File: src/rtl/branch_ckpt_ctrl.sv
// ---------------------------------------------------------------------------
// branch_ckpt_ctrl
//   Checkpoint (branch-mask) controller for the control-ALU functional unit.
//   Hands out checkpoint IDs to branches at rename, remembers which older
//   checkpoints were live when each branch was allocated, and turns control-FU
//   resolutions into a one-cycle registered broadcast (ctrlVerified_o /
//   ctrlMispredict_o / ctrlSMTid_o) that all FUs use to squash. A mispredict
//   frees the branch plus every younger checkpoint and holds rename for
//   RECOVER_CYCLES cycles.
//
//   Optional build macro: CTRL_PERF_CNT_EN adds two free-running 32-bit event
//   counters (resolved branches, mispredicted branches).
//
// Ports
//   clk, reset          rising-edge clock, synchronous active-high reset
//   allocReq_i          rename wants one checkpoint this cycle
//   allocAck_o          combinational grant; slot is taken at this edge
//   allocId_o           lowest free checkpoint ID
//   allocMask_o         live-checkpoint mask (branch mask of the new branch)
//   resValid_i          control-FU resolution valid
//   resSMTid_i          checkpoint ID of the resolving branch
//   resBranchMask_i     branch mask carried by the resolving branch
//   resMispredict_i     resolving branch was mispredicted
//   ctrlVerified_o      registered broadcast: a branch resolved
//   ctrlMispredict_o    registered broadcast: it mispredicted
//   ctrlSMTid_o         registered broadcast: its checkpoint ID (holds)
//   freeCount_o         number of free checkpoints
//   recovering_o        FSM is in RECOVER
//   perfResolved_o      (CTRL_PERF_CNT_EN) count of broadcast cycles
//   perfMispredict_o    (CTRL_PERF_CNT_EN) count of mispredict broadcasts
//
// FSM states
//   state   | meaning
//   RUN     | normal operation, allocation allowed
//   RECOVER | post-mispredict hold, allocation blocked until recCnt hits 0
// ---------------------------------------------------------------------------
module branch_ckpt_ctrl #(
  parameter int CHECKPOINTS     = 4,
  parameter int CHECKPOINTS_LOG = 2,
  parameter int RECOVER_CYCLES  = 2
) (
  input  logic                       clk,
  input  logic                       reset,
  input  logic                       allocReq_i,
  output logic                       allocAck_o,
  output logic [CHECKPOINTS_LOG-1:0] allocId_o,
  output logic [CHECKPOINTS-1:0]     allocMask_o,
  input  logic                       resValid_i,
  input  logic [CHECKPOINTS_LOG-1:0] resSMTid_i,
  input  logic [CHECKPOINTS-1:0]     resBranchMask_i,
  input  logic                       resMispredict_i,
  output logic                       ctrlVerified_o,
  output logic                       ctrlMispredict_o,
  output logic [CHECKPOINTS_LOG-1:0] ctrlSMTid_o,
  output logic [CHECKPOINTS_LOG:0]   freeCount_o,
  output logic                       recovering_o
`ifdef CTRL_PERF_CNT_EN
  ,
  output logic [31:0]                perfResolved_o,
  output logic [31:0]                perfMispredict_o
`endif
);

  localparam logic [0:0] RUN     = 1'b0;
  localparam logic [0:0] RECOVER = 1'b1;

  // Down-counter width: must hold RECOVER_CYCLES-1.
  localparam int CNT_W = (RECOVER_CYCLES > 2) ? $clog2(RECOVER_CYCLES) : 1;

  logic [0:0]                 state;
  logic [CNT_W-1:0]           recCnt;
  logic [CHECKPOINTS-1:0]     freeVec;
  logic [CHECKPOINTS-1:0]     depMask [CHECKPOINTS];

  logic                       bcastMisp;
  logic                       resAccept;
  logic [CHECKPOINTS_LOG-1:0] allocIdC;
  logic [CHECKPOINTS-1:0]     grantVec;
  logic [CHECKPOINTS-1:0]     releaseMask;
  logic [CHECKPOINTS_LOG:0]   freeCountC;

  assign bcastMisp = ctrlVerified_o & ctrlMispredict_o;

  // A resolution that the current mispredict broadcast squashes is dropped,
  // exactly as any other FU would drop it.
  assign resAccept = resValid_i & ~(bcastMisp & resBranchMask_i[ctrlSMTid_o]);

  // Lowest free index; 0 when full.
  always_comb begin
    allocIdC = '0;
    for (int i = CHECKPOINTS - 1; i >= 0; i--) begin
      if (freeVec[i]) allocIdC = CHECKPOINTS_LOG'(i);
    end
  end

  assign allocId_o   = allocIdC;
  assign allocMask_o = ~freeVec;
  assign allocAck_o  = allocReq_i & (|freeVec) & (state == RUN) & ~bcastMisp;
  assign grantVec    = allocAck_o ? (CHECKPOINTS'(1) << allocIdC) : '0;

  // Slots released at the edge ending the broadcast cycle. On a mispredict
  // every checkpoint that recorded the branch as older is younger and goes too.
  always_comb begin
    releaseMask = '0;
    if (ctrlVerified_o) begin
      releaseMask[ctrlSMTid_o] = 1'b1;
      if (ctrlMispredict_o) begin
        for (int k = 0; k < CHECKPOINTS; k++) begin
          if (depMask[k][ctrlSMTid_o]) releaseMask[k] = 1'b1;
        end
      end
    end
  end

  always_comb begin
    freeCountC = '0;
    for (int i = 0; i < CHECKPOINTS; i++) begin
      freeCountC = freeCountC + (CHECKPOINTS_LOG+1)'(freeVec[i]);
    end
  end

  assign freeCount_o  = freeCountC;
  assign recovering_o = (state == RECOVER);

  always_ff @(posedge clk) begin
    if (reset) begin
      freeVec          <= '1;
      state            <= RUN;
      recCnt           <= '0;
      ctrlVerified_o   <= 1'b0;
      ctrlMispredict_o <= 1'b0;
      ctrlSMTid_o      <= '0;
      for (int k = 0; k < CHECKPOINTS; k++) depMask[k] <= '0;
    end else begin
      // Grant uses the pre-edge freeVec, so a slot released this edge is
      // only allocatable next cycle.
      freeVec <= (freeVec | releaseMask) & ~grantVec;

      // A new branch must not inherit bits of checkpoints released at the same
      // edge, otherwise a later reuse of that ID would look older than it.
      for (int k = 0; k < CHECKPOINTS; k++) begin
        if (allocAck_o && (allocIdC == CHECKPOINTS_LOG'(k)))
          depMask[k] <= allocMask_o & ~releaseMask;
        else
          depMask[k] <= depMask[k] & ~releaseMask;
      end

      ctrlVerified_o   <= resAccept;
      ctrlMispredict_o <= resAccept & resMispredict_i;
      if (resAccept) ctrlSMTid_o <= resSMTid_i;

      if (bcastMisp) begin
        state  <= RECOVER;
        recCnt <= CNT_W'(RECOVER_CYCLES - 1);
      end else if (state == RECOVER) begin
        if (recCnt == '0) state <= RUN;
        else              recCnt <= recCnt - 1'b1;
      end
    end
  end

`ifdef CTRL_PERF_CNT_EN
  always_ff @(posedge clk) begin
    if (reset) begin
      perfResolved_o   <= '0;
      perfMispredict_o <= '0;
    end else begin
      if (ctrlVerified_o) perfResolved_o   <= perfResolved_o + 32'd1;
      if (bcastMisp)      perfMispredict_o <= perfMispredict_o + 32'd1;
    end
  end
`endif

endmodule

File: config.mk
export PLATFORM = sky130hd
export DESIGN_NAME = branch_ckpt_ctrl
export DESIGN_NICKNAME = d
export VERILOG_FILES = /design/src/rtl/branch_ckpt_ctrl.sv
export SDC_FILE = /design/constraint.sdc
export NUM_CORES = 1
export LEC_CHECK = 0
export ABC_CLOCK_PERIOD_IN_PS = 2700
export CELL_PAD_IN_SITES_DETAIL_PLACEMENT = 1
export CELL_PAD_IN_SITES_GLOBAL_PLACEMENT = 1
export CORE_MARGIN = 4
export CORE_UTILIZATION = 41
export CTS_CLUSTER_DIAMETER = 60
export DETAILED_ROUTE_END_ITERATION = 7
export PLACE_DENSITY = 0.93
export SYNTH_ARGS = -nofsm -noshare
export SYNTH_HDL_FRONTEND = slang
export SYNTH_SLANG_ARGS = --single-unit
File: constraint.sdc
create_clock -name clk -period 2.7 [get_ports clk]
set_input_delay 0.54 -clock clk [delete_from_list [all_inputs] [get_ports clk]]
set_output_delay 0.54 -clock clk [all_outputs]
set_load 0.02 [all_outputs]
==> impl_results.rst <==
.. list-table::
   :header-rows: 1

   * - Metric
     - Value
   * - Number of library cell types mapped by synthesis
     - 47
   * - RSZ-0062 raised after global routing
     - false
   * - Floorplan core area
     - 0.00285 mm2
   * - Avg Vias per Cell
     - 5.34
   * - Startpoint of the worst hold path
     - recCnt$_SDFFE_PP0P_
   * - Area leader, netlist
     - sky130_fd_sc_hd__edfxtp_1
   * - Setup clock skew after layout
     - 0.00793 ns
   * - Routability-driven placement congestion ratio
     - 0.792
   * - Width of the die
     - 63.7 um
   * - Hold Crit Class
     - reg2reg
   * - Number of placed instances with taps included
     - 190
   * - Sink Count
     - 22
   * - Buffers & Inverters on Critical Path
     - 3
   * - Layout cell share with drive strength beyond 1
     - 14.2%
   * - Leakage power total
     - 0.665 nW
   * - Max Root-Sink Buffers
     - 2
   * - Critical path type
     - reg2out
   * - Warning count from the yosys run
     - 0
   * - Initial antenna violation count
     - 0
   * - Leading post-synthesis cells by instance count
     - sky130_fd_sc_hd__nor2_1 (18), sky130_fd_sc_hd__edfxtp_1 (12), sky130_fd_sc_hd__mux2i_1 (12), sky130_fd_sc_hd__dfxtp_1 (10), sky130_fd_sc_hd__inv_1 (9)
   * - Number of buffers inserted by hold repair at cts
     - 0
   * - Floorplan die height
     - 63.7 um
   * - Most numerous cell in the Yosys netlist
     - sky130_fd_sc_hd__nor2_1
   * - Overall fraction of global-route tracks in use
     - 16.7%
   * - Area growth from synthesis to layout
     - 26.6%
   * - Starting utilization of the core area
     - 44.6%
   * - Number of setup buffers added after CTS
     - 0
   * - Outcome
     - complete, no violations
   * - CP required
     - 2.16 ns
   * - Clock tree from TritonCTS
     - yes
   * - Met1 track demand over resource
     - 18.1%
   * - Grt met2 use
     - 31.6%
   * - Number of I/O pins
     - 26
   * - Gate Count Post-Synth
     - 124
   * - CP cell instances
     - inv_1, fa_1, inv_1, ha_1, ha_1, dlygate4sd2_1
   * - Cell with the largest stage delay on the worst path
     - sky130_fd_sc_hd__fa_1
   * - First-pass GRT wire length
     - 5270 um
   * - Average detailed-routed wire length per instance
     - 16.0 um
   * - Final total negative setup slack
     - 0 ns
   * - Mean post-synth cell area
     - 10.3 um2
   * - Top cell family by delay on the critical path
     - adder cells
   * - Synth top area share
     - 28.3%
   * - Final setup vio count
     - 0
   * - Final Hold Fails
     - 0
   * - Detail Route Antenna Nets
     - 0
   * - Root buffer selected by CTS
     - sky130_fd_sc_hd__clkbuf_4
   * - Peak supply drop
     - 0.220 mV
   * - Reported max-cap violation count
     - 0
   * - Clock input transition at the sequential cells of the worst setup and hold paths
     - 0.12 ns
   * - Sequential share of the synthesized area
     - 44.1%
   * - Number of enable-type register cells in the synthesized netlist
     - 12
   * - Slew @ Worst Pin
     - 0.574 ns
   * - # diodes
     - 0
   * - Half-perimeter wire length after detailed placement
     - 2500 um
   * - Highest net fanout along the worst path
     - 6
   * - Non-filler instance count after layout
     - 193
   * - Cell area power density
     - 441 mW/mm2
   * - Count of final max-slew check failures
     - 0
   * - Total congestion overflow
     - 0
   * - Total number of H-tree levels
     - 1
   * - Number of iterations in the first detailed-routing pass
     - 4
   * - Count of input and output buffers
     - 25
   * - Number of global-route vias before repair
     - 1145
   * - Pin count of the biggest net entering global routing
     - 16
   * - Number of placement rows
     - 19
   * - Net total in the final layout
     - 179
   * - Total wire length after detailed routing
     - 3090 um
   * - Routing usage on met3
     - 3.20%
   * - Initial DRC Count
     - 48
   * - Critical Path Sink Type
     - primary output
   * - Element type at the critical path start
     - flop
   * - Delay contributed by the slowest stage of the critical path
     - 0.48 ns
   * - Final critical-path share of the clock period
     - 93.4%
   * - Max Fclk
     - 0.397 GHz
   * - DR DRC count
     - 0
   * - Arrival time of data at the critical path endpoint
     - 1.98 ns
   * - Area contributors post-synth
     - sky130_fd_sc_hd__edfxtp_1 (28%), sky130_fd_sc_hd__dfxtp_1 (16%), sky130_fd_sc_hd__mux2i_1 (9.4%)
   * - Synth Flop Type
     - sky130_fd_sc_hd__edfxtp_1
   * - Launch point of the critical path
     - freeVec[3]$_SDFF_PP1_
   * - Async set-or-reset flop fraction in the synthesized netlist
     - 0%
   * - Max transition margin
     - 61.7%
   * - Vias after detailed routing
     - 1031
   * - Final period demand of the worst path
     - 2.52 ns
   * - Total die area
     - 0.00406 mm2
   * - RR Startpoint
     - freeVec[1]$_SDFF_PP1_
   * - Global routing's busiest layer
     - met2
   * - Synth Register Bits
     - 22
   * - Clk_lat worst skew
     - 0.31 ns
   * - Number of clock buffers inserted by TritonCTS
     - 3
   * - Syn Std Cell Area
     - 0.00127 mm2
-- stage by stage --
stage / hold slack, ns / power, mW / area [um2] / worst slack, ns / util, %
after floorplan: 0.437 / 0.506 / 1310 / 0.498 / -
after global placement: 0.446 / 0.571 / 1590 / 0.0981 / 55.9
after detailed placement: 0.457 / 0.581 / 1590 / -0.0113 / 55.9
after CTS: 0.474 / 0.720 / 1610 / 0.0292 / 56.5
after global routing: 0.526 / 0.753 / 1610 / 0.0698 / 56.4
final: 0.468 / 0.710 / 1610 / 0.178 / 56.4
-- report_power, final --
part	internal [mW]	total [mW]	switching, mW
logic	0.0785	0.170	0.0913
clock network	0.0521	0.148	0.0955
registers	0.374	0.392	0.0188
total	0.504	0.710	0.206
-- what timing repair did --
action / in CTS / in global routing
endpoints found under the hold margin: 0 / 0
resized for setup: 5 / 2
setup endpoints to repair: 4 / 1
-- registers in the layout, indices dropped and copies added, names as in the netlist --
register          cells
ctrlVerified_o        1
recovering_o          1
ctrlMispredict_o      1
recCnt                1
depMask              12
ctrlSMTid_o           2
freeVec               4
-- worst reg2reg max path: stages, from the launching register on --
cell and delay [ns]:
sky130_fd_sc_hd__dfxtp_1 0.33, sky130_fd_sc_hd__inv_1 0.13, sky130_fd_sc_hd__ha_1 0.18, sky130_fd_sc_hd__or3b_1 0.38
sky130_fd_sc_hd__o2111ai_2 0.18, sky130_fd_sc_hd__mux2i_1 0.30, sky130_fd_sc_hd__nor3_2 0.06
-- placed cells by master (no fill, tap or decap), types with 2 or more instances in the layout --
master,synthesis,routed
sky130_fd_sc_hd__nand2_1,6,6
sky130_fd_sc_hd__a21oi_1,5,5
sky130_fd_sc_hd__nor2b_1,3,3
sky130_fd_sc_hd__mux2i_1,12,12
sky130_fd_sc_hd__conb_1,1,12
sky130_fd_sc_hd__edfxtp_1,12,12
sky130_fd_sc_hd__buf_4,1,3
sky130_fd_sc_hd__nand2b_1,2,2
sky130_fd_sc_hd__clkdlybuf4s50_1,0,21
sky130_fd_sc_hd__dlygate4sd2_1,0,3
sky130_fd_sc_hd__dfxtp_1,10,9
sky130_fd_sc_hd__nor3_1,3,3
sky130_fd_sc_hd__clkbuf_4,1,3
sky130_fd_sc_hd__nand3_1,3,3
sky130_fd_sc_hd__o21ai_1,2,2
sky130_fd_sc_hd__ha_1,3,3
sky130_fd_sc_hd__o21bai_1,2,2
sky130_fd_sc_hd__nor2_1,18,18
sky130_fd_sc_hd__nor2_2,2,2
sky130_fd_sc_hd__inv_1,9,9
-- area by class of cell --
class | count | area, um2
fillers | 340 | 1240
multi-input cells | 99 | 684
flip-flops and latches | 22 | 562
repair buffers | 28 | 264
well taps | 31 | 38.8
inverters | 10 | 37.5
clock buffers | 3 | 22.5
-- kinds of logic (layout without fill, tap and decap cells) --
group | after synthesis | count (layout) | synth area share, %
buffers and inverters | 14 | 41 | 5.31
and+or+nand+nor | 48 | 48 | 21.4
other | 1 | 12 | 0.295
muxes | 12 | 12 | 9.45
AOI/OAI and AO/OA | 23 | 23 | 15.0
DFF | 22 | 22 | 44.1
adders and majority gates | 4 | 4 | 4.53
-- routing by layer --
layer | vias to the layer above | routed length, um
li1 | 502 | -
met1 | 492 | 1290
met2 | 31 | 1630
met3 | 6 | 127
met4 | 0 | 51
met5 | - | 0
-- final timing paths --
kind                                  to  slack, ns  cells past startpoint
max                       freeCount_o[2]       0.18                      6
max reg2reg  depMask[0][1]$_SDFFCE_PN0P_       0.88                      6
min reg2reg      recovering_o$_SDFF_PP0_       0.47                      2
min              recovering_o$_SDFF_PP0_       0.47                      2
Power figures use the tool's default switching activity.
